$ cat config.mk
export PLATFORM = sky130hd
export DESIGN_NAME = axis_pixels_pack_flat
export DESIGN_NICKNAME = d
export VERILOG_FILES = /design/src/rtl/axis_pixels_pack_pkg.sv /design/src/rtl/axis_pixels_pack_if.sv /design/src/rtl/axis_pixels_pack_slot.sv /design/src/rtl/axis_pixels_pack.sv /design/src/flat_wrapper.sv
export SDC_FILE = /design/constraint.sdc
export NUM_CORES = 1
export LEC_CHECK = 0
export ABC_AREA = 1
export ABC_CLOCK_PERIOD_IN_PS = 7700
export BUFFER_PORTS_ARGS = -buffer_cell sky130_fd_sc_hd__buf_4
export CORE_ASPECT_RATIO = 1.75
export CORE_UTILIZATION = 63
export DETAILED_ROUTE_END_ITERATION = 6
export GPL_ROUTABILITY_DRIVEN = 0
export GPL_TIMING_DRIVEN = 1
export MAX_ROUTING_LAYER = met4
export PLACE_DENSITY = 0.92
export SYNTH_ARGS = -nofsm -noshare
export SYNTH_HDL_FRONTEND = slang
export SYNTH_HIERARCHICAL = 1
export SYNTH_SLANG_ARGS = --single-unit
export TNS_END_PERCENT = 1
$ cat constraint.sdc
create_clock -name aclk -period 7.7 [get_ports aclk]
set_input_delay 0.77 -clock aclk [delete_from_list [all_inputs] [get_ports aclk]]
set_output_delay 0.77 -clock aclk [all_outputs]
set_load 0.01 [all_outputs]
$ cat src/rtl/axis_pixels_pack_pkg.sv
// rtl/axis_pixels_pack_pkg.sv - shared widths, FSM states and output vector type for the pixel packer
package axis_pixels_pack_pkg;

  localparam int WORD_WIDTH         = 8;
  localparam int IN_WORDS           = 4;
  localparam int IM_SHIFT_REGS      = 16;
  localparam int BITS_IM_SHIFT      = 4;
  localparam int TUSER_WIDTH_PIXELS = 8;

  localparam int BPV       = IM_SHIFT_REGS / IN_WORDS;
  localparam int BITS_BPV  = $clog2(BPV);
  localparam int IN_WIDTH  = IN_WORDS * WORD_WIDTH;
  localparam int VEC_WIDTH = IM_SHIFT_REGS * WORD_WIDTH;

  typedef enum logic [1:0] {
    IDLE  = 2'd0,
    FILL  = 2'd1,
    FLUSH = 2'd2
  } state_t;

  // Everything that travels with one output vector, held together in the slot.
  typedef struct packed {
    logic [VEC_WIDTH-1:0]          data;
    logic [BITS_IM_SHIFT-1:0]      shift;
    logic                          ones;
    logic [TUSER_WIDTH_PIXELS-1:0] user;
    logic                          last;
  } vec_t;

endpackage

$ cat src/rtl/axis_pixels_pack_if.sv
// rtl/axis_pixels_pack_if.sv - frame config, input beat and output vector handshake bundles
interface axis_pixels_pack_cfg_if;
  import axis_pixels_pack_pkg::*;

  logic                          cfg_valid;
  logic                          cfg_ready;
  logic [BITS_IM_SHIFT-1:0]      cfg_shift;
  logic                          cfg_ones;
  logic [TUSER_WIDTH_PIXELS-1:0] cfg_user;

  modport master (output cfg_valid, cfg_shift, cfg_ones, cfg_user, input cfg_ready);
  modport slave  (input cfg_valid, cfg_shift, cfg_ones, cfg_user, output cfg_ready);
endinterface

interface axis_pixels_pack_s_if;
  import axis_pixels_pack_pkg::*;

  logic                s_valid;
  logic                s_ready;
  logic [IN_WIDTH-1:0] s_data;
  logic                s_last;

  modport master (output s_valid, s_data, s_last, input s_ready);
  modport slave  (input s_valid, s_data, s_last, output s_ready);
endinterface

interface axis_pixels_pack_m_if;
  import axis_pixels_pack_pkg::*;

  logic                          m_valid;
  logic                          m_ready;
  logic [VEC_WIDTH-1:0]          m_data;
  logic [BITS_IM_SHIFT-1:0]      m_shift;
  logic                          m_ones;
  logic [TUSER_WIDTH_PIXELS-1:0] m_user;
  logic                          m_last;

  modport master (output m_valid, m_data, m_shift, m_ones, m_user, m_last, input m_ready);
  modport slave  (input m_valid, m_data, m_shift, m_ones, m_user, m_last, output m_ready);
endinterface

$ cat src/rtl/axis_pixels_pack_slot.sv
// rtl/axis_pixels_pack_slot.sv - one-entry output register; push and pop may coincide
module axis_pixels_pack_slot
  import axis_pixels_pack_pkg::*;
(
  input  logic aclk,
  input  logic areset,
  input  logic push,
  input  logic pop,
  input  vec_t din,
  output logic valid,
  output vec_t dout,
  output logic slot_free
);

  assign slot_free = ~valid | pop;

  // Caller only pushes when slot_free, so a push always overwrites a drained or draining entry.
  always_ff @(posedge aclk or posedge areset) begin
    if (areset) begin
      valid <= 1'b0;
      dout  <= '0;
    end else if (push) begin
      valid <= 1'b1;
      dout  <= din;
    end else if (pop) begin
      valid <= 1'b0;
    end
  end

endmodule

$ cat src/rtl/axis_pixels_pack.sv
// rtl/axis_pixels_pack.sv - packs IN_WORDS-word pixel beats into IM_SHIFT_REGS-word tagged vectors
module axis_pixels_pack
  import axis_pixels_pack_pkg::*;
(
  input  logic                  aclk,
  input  logic                  areset,
  axis_pixels_pack_cfg_if.slave cfg,
  axis_pixels_pack_s_if.slave   s,
  axis_pixels_pack_m_if.master  m
);

  state_t                        state, state_nxt;
  logic [BITS_BPV-1:0]           count;
  logic [VEC_WIDTH-1:0]          acc, merged;
  logic [BITS_IM_SHIFT-1:0]      shift_q;
  logic                          ones_q;
  logic [TUSER_WIDTH_PIXELS-1:0] user_q;
  logic                          slot_free, slot_valid, last_slot, beat, push;
  vec_t                          push_vec, slot_q;

  assign last_slot = (count == BITS_BPV'(BPV - 1));
  assign beat      = s.s_valid & s.s_ready;

  // Accumulator with the current beat dropped into its word slot.
  always_comb begin
    merged = acc;
    for (int b = 0; b < BPV; b++) begin
      if (count == BITS_BPV'(b)) merged[b*IN_WIDTH +: IN_WIDTH] = s.s_data;
    end
  end

  always_comb begin
    state_nxt     = state;
    cfg.cfg_ready = 1'b0;
    s.s_ready     = 1'b0;
    push          = 1'b0;
    push_vec      = '{data: merged, shift: shift_q, ones: ones_q, user: user_q, last: s.s_last};
    case (state)
      IDLE: begin
        cfg.cfg_ready = 1'b1;
        if (cfg.cfg_valid) state_nxt = FILL;
      end
      FILL: begin
        // Only the vector-completing beat needs the slot, so earlier beats flow under backpressure.
        s.s_ready = slot_free | ~last_slot;
        if (beat) begin
          if (last_slot) push = 1'b1;
          if (s.s_last) begin
            if (last_slot || slot_free) begin
              push      = 1'b1;
              state_nxt = IDLE;
            end else begin
              state_nxt = FLUSH;
            end
          end
        end
      end
      FLUSH: begin
        push_vec.data = acc;
        push_vec.last = 1'b1;
        if (slot_free) begin
          push      = 1'b1;
          state_nxt = IDLE;
        end
      end
      default: state_nxt = IDLE;
    endcase
  end

  always_ff @(posedge aclk or posedge areset) begin
    if (areset) begin
      state   <= IDLE;
      count   <= '0;
      acc     <= '0;
      shift_q <= '0;
      ones_q  <= 1'b0;
      user_q  <= '0;
    end else begin
      state <= state_nxt;
      if (state == IDLE && cfg.cfg_valid) begin
        shift_q <= cfg.cfg_shift;
        ones_q  <= cfg.cfg_ones;
        user_q  <= cfg.cfg_user;
      end
      // Clearing on push is what makes short-frame padding zero.
      if (push)      acc <= '0;
      else if (beat) acc <= merged;
      if (beat) count <= (last_slot || s.s_last) ? '0 : count + BITS_BPV'(1);
    end
  end

  axis_pixels_pack_slot u_slot (
    .aclk      (aclk),
    .areset    (areset),
    .push      (push),
    .pop       (m.m_ready),
    .din       (push_vec),
    .valid     (slot_valid),
    .dout      (slot_q),
    .slot_free (slot_free)
  );

  assign m.m_valid = slot_valid;
  assign m.m_data  = slot_q.data;
  assign m.m_shift = slot_q.shift;
  assign m.m_ones  = slot_q.ones;
  assign m.m_user  = slot_q.user;
  assign m.m_last  = slot_q.last;

endmodule

$ cat src/flat_wrapper.sv
// flat-port wrapper written by rule: the top's interface ports become plain ports
module axis_pixels_pack_flat import axis_pixels_pack_pkg::*;
  (aclk, areset, cfg_cfg_valid, cfg_cfg_shift, cfg_cfg_ones, cfg_cfg_user, cfg_cfg_ready, s_s_valid, s_s_data, s_s_last, s_s_ready, m_m_valid, m_m_data, m_m_shift, m_m_ones, m_m_user, m_m_last, m_m_ready);
  axis_pixels_pack_cfg_if cfg_i ();
  axis_pixels_pack_s_if s_i ();
  axis_pixels_pack_m_if m_i ();
  input  logic aclk;
  input  logic areset;
  input wire logic [$bits(cfg_i.cfg_valid)-1:0] cfg_cfg_valid;
  input wire logic [$bits(cfg_i.cfg_shift)-1:0] cfg_cfg_shift;
  input wire logic [$bits(cfg_i.cfg_ones)-1:0] cfg_cfg_ones;
  input wire logic [$bits(cfg_i.cfg_user)-1:0] cfg_cfg_user;
  output wire logic [$bits(cfg_i.cfg_ready)-1:0] cfg_cfg_ready;
  input wire logic [$bits(s_i.s_valid)-1:0] s_s_valid;
  input wire logic [$bits(s_i.s_data)-1:0] s_s_data;
  input wire logic [$bits(s_i.s_last)-1:0] s_s_last;
  output wire logic [$bits(s_i.s_ready)-1:0] s_s_ready;
  output wire logic [$bits(m_i.m_valid)-1:0] m_m_valid;
  output wire logic [$bits(m_i.m_data)-1:0] m_m_data;
  output wire logic [$bits(m_i.m_shift)-1:0] m_m_shift;
  output wire logic [$bits(m_i.m_ones)-1:0] m_m_ones;
  output wire logic [$bits(m_i.m_user)-1:0] m_m_user;
  output wire logic [$bits(m_i.m_last)-1:0] m_m_last;
  input wire logic [$bits(m_i.m_ready)-1:0] m_m_ready;
  assign cfg_i.cfg_valid = cfg_cfg_valid;
  assign cfg_i.cfg_shift = cfg_cfg_shift;
  assign cfg_i.cfg_ones = cfg_cfg_ones;
  assign cfg_i.cfg_user = cfg_cfg_user;
  assign cfg_cfg_ready = cfg_i.cfg_ready;
  assign s_i.s_valid = s_s_valid;
  assign s_i.s_data = s_s_data;
  assign s_i.s_last = s_s_last;
  assign s_s_ready = s_i.s_ready;
  assign m_m_valid = m_i.m_valid;
  assign m_m_data = m_i.m_data;
  assign m_m_shift = m_i.m_shift;
  assign m_m_ones = m_i.m_ones;
  assign m_m_user = m_i.m_user;
  assign m_m_last = m_i.m_last;
  assign m_i.m_ready = m_m_ready;
  axis_pixels_pack u_core (.aclk(aclk), .areset(areset), .cfg(cfg_i), .s(s_i), .m(m_i));
endmodule
## Word-level counts from Yosys, hierarchy flattened

Index checks and enable logic that the tools add are counted.

- Reductions and logical operators: 8
- Add/sub/neg operators: 1
- Divide/modulo/power cells: 0
- Equality and inequality tests: 9
- Shifts and indexed selects: 0
- Bitwise gates (word level): 5
- Magnitude comparators: 0
- Multiply operators: 0
- Muxes and demuxes: 25

Operator list:

| kind | number |
|---|---|
| 128-bit two-way mux | 3 |
| 32-bit two-way mux | 4 |
| 2-bit two-way mux | 6 |
| 1-bit two-way mux | 10 |
| 2-bit == test, second input constant | 3 |
| 2-bit case mux with 3 select lines | 1 |
| 2-bit by 1-bit == test with 1-bit output, second input constant | 2 |
| 2-bit zero test | 2 |
| 2-bit by 1-bit != test with 1-bit output, second input constant | 2 |
| 2-bit != test, second input constant | 2 |
| 4-bit AND reduction | 1 |
| 2-bit nonzero test | 2 |
| 2-bit by 1-bit adder with 2-bit output, second input constant | 1 |
| 1-bit logical OR | 2 |
| 1-bit NOT | 2 |
| 1-bit OR | 2 |
| 1-bit case mux with 2 select lines | 1 |
| 1-bit bitwise AND | 1 |
| 1-bit logical AND | 1 |

- Bits in read-only memories: 0
- RAM bits: 0
- Register bits after elaboration: 288
- Latch bits: 0
- Memories: 0
- Logic and storage cells: 60
- Output and inout bits: 145
- Input bits: 51

## Logic depth before layout (Yosys ltp)

Gate-level depths: netlist of run 1.

- Depth in word-level cells: 8
- Mapped depth: 14
- Mapped depth without buffers: 11

## Cells and area by module

Netlist of run 1, hierarchy kept.

Modules (own cells, without submodules):

| module | times used | cells each | area an instance (um^2) | seq. area each (um^2) |
|---|---|---|---|---|
| axis_pixels_pack | 1 | 1504 | 10149.7 | 3628.5 |
| axis_pixels_pack_slot | 1 | 605 | 5412.7 | 3578.4 |

## Worst setup path after synthesis of run 1

OpenSTA, ideal clock, no wires.

- Path kind: input to register
- Start: in m_m_ready
- End: reg u_core/u_slot/dout[0] (netlist name)
- Buffers on the path: 3
- Stages: 14
- Arrival: 2.003 ns
- Path slack: 5.580 ns
- Setup time: 0.117 ns
- Cells stage by stage: inv_1 nand2_1 inv_2 nand2_4 nand2_4 nor2_8 nand2_2 a21boi_0 buf_4 inv_4 buf_6 buf_6 nand2_1 nand2_1

- Longest elaborated chain between the ends: 6
- Elaborated cells between the ends (all ways): 10
- Those cells by class: 6 x mux; 3 x bitwise; 1 x reduce/logical

RTL lines:

| item | RTL line | source |
|---|---|---|
| start: declaration | flat_wrapper.sv:24 | `input wire logic [$bits(m_i.m_ready)-1:0] m_m_ready;` |
| 1-bit OR * | axis_pixels_pack_slot.sv:15 | `assign slot_free = ~valid \| pop;` |
| named net u_core.slot_free | axis_pixels_pack.sv:18 | `logic slot_free, slot_valid, last_slot, beat, push;` |
| 1-bit OR / 1-bit logical OR (equally long branches) | axis_pixels_pack.sv:45, axis_pixels_pack.sv:49 |  |
| 1-bit two-way mux, on equally long branches | axis_pixels_pack.sv:38, axis_pixels_pack.sv:49 |  |
| 1-bit bitwise AND / 1-bit two-way mux (equally long branches) | axis_pixels_pack.sv:22, axis_pixels_pack.sv:48 |  |
| 1-bit two-way mux | axis_pixels_pack.sv:46 | `if (beat) begin` |
| 1-bit case mux with 2 select lines * | axis_pixels_pack.sv:38 | `case (state)` |
| named net u_core.push | axis_pixels_pack.sv:18 |  |
| end signal: assignment | axis_pixels_pack_slot.sv:24 | `dout <= din;` |
| end: declaration | axis_pixels_pack_slot.sv:11 | `output vec_t dout,` |

The timed path passes the listed nets; every way through them passes the cells marked *.
A chain may end at the register's enable or synchronous reset.

## Worst setup path in the final report of run 1

- Start: reg u_core.count[1]
- End: reg u_core/u_slot/dout[41] (netlist name)

- Longest elaborated chain between the ends: 7
- Elaborated cells between the ends (all ways): 14
- Those cells by class: 1 x eq/ne; 8 x mux; 3 x bitwise; 2 x reduce/logical

RTL lines:

| item | RTL line | source |
|---|---|---|
| start: declaration | axis_pixels_pack.sv:13 | `logic [BITS_BPV-1:0] count;` |
| start signal: assignment | axis_pixels_pack.sv:88 | `if (beat) count <= (last_slot \|\| s.s_last) ? '0 : count + BITS_BPV'(1);` |
| 2-bit == test * | axis_pixels_pack.sv:21 | `assign last_slot = (count == BITS_BPV'(BPV - 1));` |
| 1-bit NOT | axis_pixels_pack.sv:45 | `s.s_ready = slot_free \| ~last_slot;` |
| 1-bit OR | axis_pixels_pack.sv:45 |  |
| 1-bit two-way mux | axis_pixels_pack.sv:38 |  |
| 1-bit bitwise AND | axis_pixels_pack.sv:22 | `assign beat = s.s_valid & s.s_ready;` |
| 1-bit two-way mux * | axis_pixels_pack.sv:46 |  |
| 1-bit case mux with 2 select lines * | axis_pixels_pack.sv:38 |  |
| named net u_core.push | axis_pixels_pack.sv:18 |  |

Marked as above.

==> results of run 1 <==
-- logic make-up after synthesis --
logic type	count (synthesis)	share of synthesized area (%)
adder cells (fa/ha/maj)	8	0.6432
buffers and inverters	318	10.13
multiplexers	13	0.9407
AND/OR/NAND/NOR	1093	26.80
flip-flops	288	46.31
AO/OA/AOI/OAI	389	15.18
-- cell type report --
type	instances	share of cell area (%)
Sequential cell	288	41.13
Multi-Input combinational cell	1503	39.01
Timing Repair Buffer	205	8.784
Clock buffer	36	4.221
Inverter	174	3.799
Tap cell	308	2.200
Clock inverter	10	0.8570
-- final timing paths --
kind                                       start                endpoint  slack, ns
worst min register to register  u_core/user_q[7]   u_core/u_slot/dout[8]       0.47
worst max register to register   u_core/count[1]  u_core/u_slot/dout[41]       3.84
max in group asynchronous                 areset          u_core/acc[33]       5.95
min in group aclk                cfg_cfg_user[5]        u_core/user_q[5]       0.46
worst min-delay path                      areset          u_core/acc[97]       0.39
worst max-delay path             u_core/count[1]  u_core/u_slot/dout[41]       3.84
-- cell usage after synthesis (all sizes together) --
library cell	n	area, um^2
a21oi	129	1059
nor2	260	992.2
inv	174	655.6
a21boi	1	7.510
o21ai	259	1296
clkbuf	40	150.1
buf	104	770.7
nor3	1	5.000
nand3	4	32.53
nand2	825	3122
dfrtp	288	7207
or2	1	6.260
mux2	13	146.4
nand4	2	12.51
ha	8	100.1
-- critical path, cell delays in order (launching register included) --
cell      delay [ns]
dfrtp_1         0.41
ha_2            0.91
nor2_1          0.12
a21oi_1         0.19
nand2_2         0.14
a21boi_4        0.62
buf_4           1.02
nand2_1         0.15
nand2_1         0.15
-- flip-flops by register name, indices dropped and copies added, names as in the netlist --
| signal | cells |
|---|---|
| u_core/acc | 128 |
| u_core/count | 2 |
| u_core/ones_q | 1 |
| u_core/shift_q | 4 |
| u_core/state | 2 |
| u_core/u_slot/dout | 142 |
| u_core/u_slot/valid | 1 |
| u_core/user_q | 8 |
-- per-stage QoR --
step / hold slack (ns) / util, % / power [mW] / area (um^2)
global placement: 0.4498 / 68.96 / 5.764 / 16630
finish: 0.3862 / 72.65 / 7.359 / 17520
detailed placement: 0.4591 / 68.96 / 5.933 / 16630
CTS: 0.4340 / 72.65 / 7.330 / 17520
global route: 0.4598 / 72.65 / 7.857 / 17520
floorplan: 0.4434 / - / 4.858 / 15560
-- routing by layer --
| layer | GRT usage (%) | vias to the layer above |
|---|---|---|
| met5 | - | - |
| met4 | 26.95 | 0 |
| met3 | 4.348 | 189 |
| met2 | 51.88 | 767 |
| met1 | 42.92 | 6624 |
| li1 | - | 6663 |
-- report_power, final --
group          switching, mW  internal, mW
Combinational           2.15          1.22
Clock                  0.568         0.803
Sequential             0.437          2.17
Total                   3.16          4.20
==> flow_summary.yaml, run 1 <==
logic_synthesis:
  yosysUniqueCellTypes: 25
  syn-instance-count: 2109
  syn-cell-area_mm2: 0.01556
  synth-seq-cells: 288
  syn_area_per_cell_um2: 7.379
  yosysSeqAreaShare_pct: 46.31
  synth_warnings: 6
  synth_nets: 2168
drt:
  routedLengthMet1_um: 15370
  drc: 0
  vias: 14240
  first_pass_iters: 6
  drtAntennaViolNets: 0
  via_per_inst: 5.643
  routed.top_layer: "met4"
  wirelength_um: 42150
  drtIter0Drc: 1521
  met2_length_um: 19480
  wl_per_cell_um: 16.70
  wl_met3_um: 3595
clock_network:
  clkTransAtPathRegs_ns: 0.07
  htree_levels: 1
  cts_root_buf: "clkbuf_16"
  post-cts-setup-buffer-count: 0
  cts_hold_buf: 0
  clock-sinks: 288
  cts_resized: 0
  cts_tree: "done"
  clockBufferDepth: 3
  clkLatencyLatePin_ns: 0.55
  cts_buffers: 26
placed_design:
  portBuffers: 195
  hpwl_um: 26140
  dpl.cell_count: 2478
  place_ws_ns: 3.932
critical_path:
  crit_path_start_kind: "flip-flop"
  worst_ep_required_time_ns: 8.17
  crit_path_end_kind: "flip-flop"
  crit_fanout: 121
  ff2ff_path_depth: 8
  arrival_ns: 4.33
  crit_type: "flip-flop to flip-flop"
grt:
  grt_max_degree: 134
  grt_pass1_wl_um: 67230
  antenna_found_initial: 0
  grt_usage_pct: 34.80
  grt_overflow_total: 0
  grt_pass1_vias: 13420
cells_and_area:
  final_cell_mix: "821 x nand2_1, 288 x dfrtp_1, 259 x nor2_1, 259 x o21ai_0, 205 x buf_4"
  layout_commonest_cell: "nand2_1"
  syn_to_final_growth_pct: 12.58
  num-nets-final: 2257
  antenna_cells: 0
  drive_gt1_share_pct: 17.42
  multi_input_area_mm2: 0.006834
  fin_cells: 2524
  register_area_mm2: 0.007207
  fill_cells: 1699
timing:
  clock-skew-final_ns: 0.007685
  slew_headroom_pct: 16.36
  tns_ns: 0
  hold_viol: 0
  fin_ws_ns: 3.845
  slew_violations: 0
  rsz0062_at_grt: "false"
  period_share_pct: 50.07
  setup_viol: 0
  worstMarginPinSlew_ns: 1.255
  max_freq_mhz: 259.4
  period_needed_ns: 3.855
die:
  ios: 196
  start_util_pct: 64.53
  dieWidth_um: 120.8
  die-area_mm2: 0.02536
  row_count: 75
  core-area_mm2: 0.02412
  dieHeight_um: 209.9
power_and_ir_drop:
  power_density_mw_per_mm2: 420.0
  leakagePower_nw: 9.327
  irDropWorstVdd_v: 0.0003734
min_path:
  hold_class: "input port to asynchronous set/reset pin"
run:
  maxCapViolations: 0
status:
  run_status: "completed"
Power figures use the tool's default switching activity.
==> run 2, diff against run 1 <==
--- a/config.mk
+++ b/config.mk
@@ -6,15 +6,15 @@
 export NUM_CORES = 1
 export LEC_CHECK = 0
 export ABC_AREA = 1
-export ABC_CLOCK_PERIOD_IN_PS = 7700
+export ABC_CLOCK_PERIOD_IN_PS = 3500
 export BUFFER_PORTS_ARGS = -buffer_cell sky130_fd_sc_hd__buf_4
 export CORE_ASPECT_RATIO = 1.75
-export CORE_UTILIZATION = 63
+export CORE_UTILIZATION = 53
 export DETAILED_ROUTE_END_ITERATION = 6
 export GPL_ROUTABILITY_DRIVEN = 0
 export GPL_TIMING_DRIVEN = 1
 export MAX_ROUTING_LAYER = met4
-export PLACE_DENSITY = 0.92
+export PLACE_DENSITY = 0.83
 export SYNTH_ARGS = -nofsm -noshare
 export SYNTH_HDL_FRONTEND = slang
 export SYNTH_HIERARCHICAL = 1
==> constraint.sdc (replaced) <==
create_clock -name aclk -period 3.5 [get_ports aclk]
set_input_delay 0.35 -clock aclk [delete_from_list [all_inputs] [get_ports aclk]]
set_output_delay 0.35 -clock aclk [all_outputs]
set_load 0.01 [all_outputs]
==> flow_summary.yaml, run 2 (synthesized netlist as in run 1, its figures left out) <==
cells_and_area:
  syn_to_final_growth_pct: 13.91
  largest_reg_flops: 142
  drive_gt1_share_pct: 17.75
  reg_top3: "u_core/u_slot/dout x142, u_core/acc x128, u_core/user_q x8"
  layout_commonest_cell: "nand2_1"
  utilization_pct: 61.71
  antenna_cells: 0
  num-nets-final: 2265
  fin_area_mm2: 0.01773
  max_flop_register: "u_core/u_slot/dout"
  final_cell_mix: "821 x nand2_1, 288 x dfrtp_1, 259 x nor2_1, 259 x o21ai_0, 203 x buf_4"
  fill_cells: 2526
  fin_cells: 2603
die:
  ios: 196
  die-area_mm2: 0.03008
  dieWidth_um: 131.5
  start_util_pct: 54.17
  core-area_mm2: 0.02873
  row_count: 82
  dieHeight_um: 228.7
power_and_ir_drop:
  pwr-share-clk_pct: 18.1
  switching_share_pct: 43.03
  power_density_mw_per_mm2: 902.4
  irDropWorstVdd_v: 0.0008275
  p_seq_share_pct: 35.8
  leakagePower_nw: 9.370
  combPwrFrac_pct: 46.1
  internal_power_mw: 9.112
  p_sw_mw: 6.884
clock_network:
  clkTransAtPathRegs_ns: 0.07
  clockBufferDepth: 3
  cts_tree: "done"
  cts_buffers: 27
  htree_levels: 1
  cts_root_buf: "clkbuf_16"
  clock-sinks: 288
  clkLatencyLatePin_ns: 0.57
run:
  maxCapViolations: 0
timing:
  hold_viol: 0
  rsz0062_at_grt: "false"
  period_needed_ns: 2.867
  clock-skew-final_ns: 0.01736
  max_freq_mhz: 348.8
  tns_ns: 0
  slew_violations: 0
  worstMarginPinSlew_ns: 1.238
  setup_viol: 0
  fin_ws_ns: 0.6332
  period_share_pct: 81.91
  slew_headroom_pct: 17.44
drt:
  vias: 13930
  drtIter0Drc: 1313
  first_pass_iters: 5
  wirelength_um: 42870
  wl_per_cell_um: 16.47
  drc: 0
  via_per_inst: 5.353
  drtAntennaViolNets: 0
critical_path:
  arrival_ns: 3.37
  crit_type: "flip-flop to flip-flop"
  crit_path_end_kind: "flip-flop"
  crit_top_cell: "nand2_1"
  crit_fanout: 119
  slowest_delay_ns: 0.87
  slowest_stage: "inv_4"
  crit_family: "buffers and inverters"
  crit_path_start_kind: "flip-flop"
  path_cells: "inv_1 -> ha_1 -> nand2_4 -> nor2_8 -> nand2_2 -> a21boi_4 -> inv_4 -> buf_4 -> nand2_1 -> nand2_1"
  worst_ep_required_time_ns: 4.00
  critPathBufInv: 3
placed_design:
  portBuffers: 195
  hpwl_um: 26890
  dpl-instance-area_mm2: 0.01686
  dpl.cell_count: 2554
  place_ws_ns: 0.6625
status:
  run_status: "completed"
grt:
  grt_max_degree: 259
  grt_overflow_total: 0
  grt_pass1_wl_um: 67560
  grt_pass1_vias: 12860
  grt_usage_pct: 29.25
  antenna_found_initial: 0
min_path:
  hold_class: "input port to flip-flop"
run 2: cell type report:
class                           instances  area (um^2)  area share, %
Clock inverter                         12        105.1         0.5929
Tap cell                              378        473.0          2.668
Timing Repair Buffer                  212         1694          9.557
Multi-Input combinational cell       1503         6834          38.55
Inverter                              174        664.4          3.748
Clock buffer                           36        749.5          4.228
Sequential cell                       288         7207          40.65
run 2: per-layer routing:
metal | up-vias | routed length (um) | track usage [%]
li1 | 6681 | - | -
met1 | 6547 | 16360 | 35.15
met2 | 549 | 20290 | 46.00
met3 | 157 | 2757 | 3.038
met4 | 0 | 3454 | 20.78
met5 | - | 0 | -
run 2: power groups by stage:
stage	logic [mW]	registers [mW]	clock network, mW
6_report	7.38	5.73	2.89
5_1_grt	8.20	5.92	3.05
4_1_cts	7.35	5.73	2.93
3_5_place_dp	7.31	5.77	0
3_3_place_gp	7.07	5.69	0
2_1_floorplan	4.77	5.91	0
run 2: path summary, 6_finish.rpt:
| path | slack [ns] | depth (start not counted) | startpoint | to |
|---|---|---|---|---|
| max in group asynchronous | 2.13 | 4 | areset | u_core/u_slot/dout[57] |
| min in group asynchronous | 0.36 | 3 | areset | u_core/ones_q |
| min | 0.02 | 2 | cfg_cfg_user[7] | u_core/user_q[7] |
| min reg2reg | 0.47 | 2 | u_core/user_q[2] | u_core/u_slot/dout[3] |
| max reg2reg | 0.63 | 10 | u_core/state[1] | u_core/u_slot/dout[114] |
| max | 0.63 | 10 | u_core/state[1] | u_core/u_slot/dout[114] |
run 2: repair_timing:
item / 4_1_cts / 5_1_grt
resized for setup: 0 / 0
buffers inserted: 0 / 0
endpoints found under the hold margin: 31 / 0
hold buffers: 1 / 0
endpoints found under the setup margin: 0 / 0
run 2: metrics by stage:
stage	hold WS, ns	total power [mW]
2_1_floorplan	0.4434	10.69
3_3_place_gp	0.3734	12.76
3_5_place_dp	0.3747	13.08
4_1_cts	0.01492	16.01
5_1_grt	0.008959	17.17
6_report	0.01703	16.00
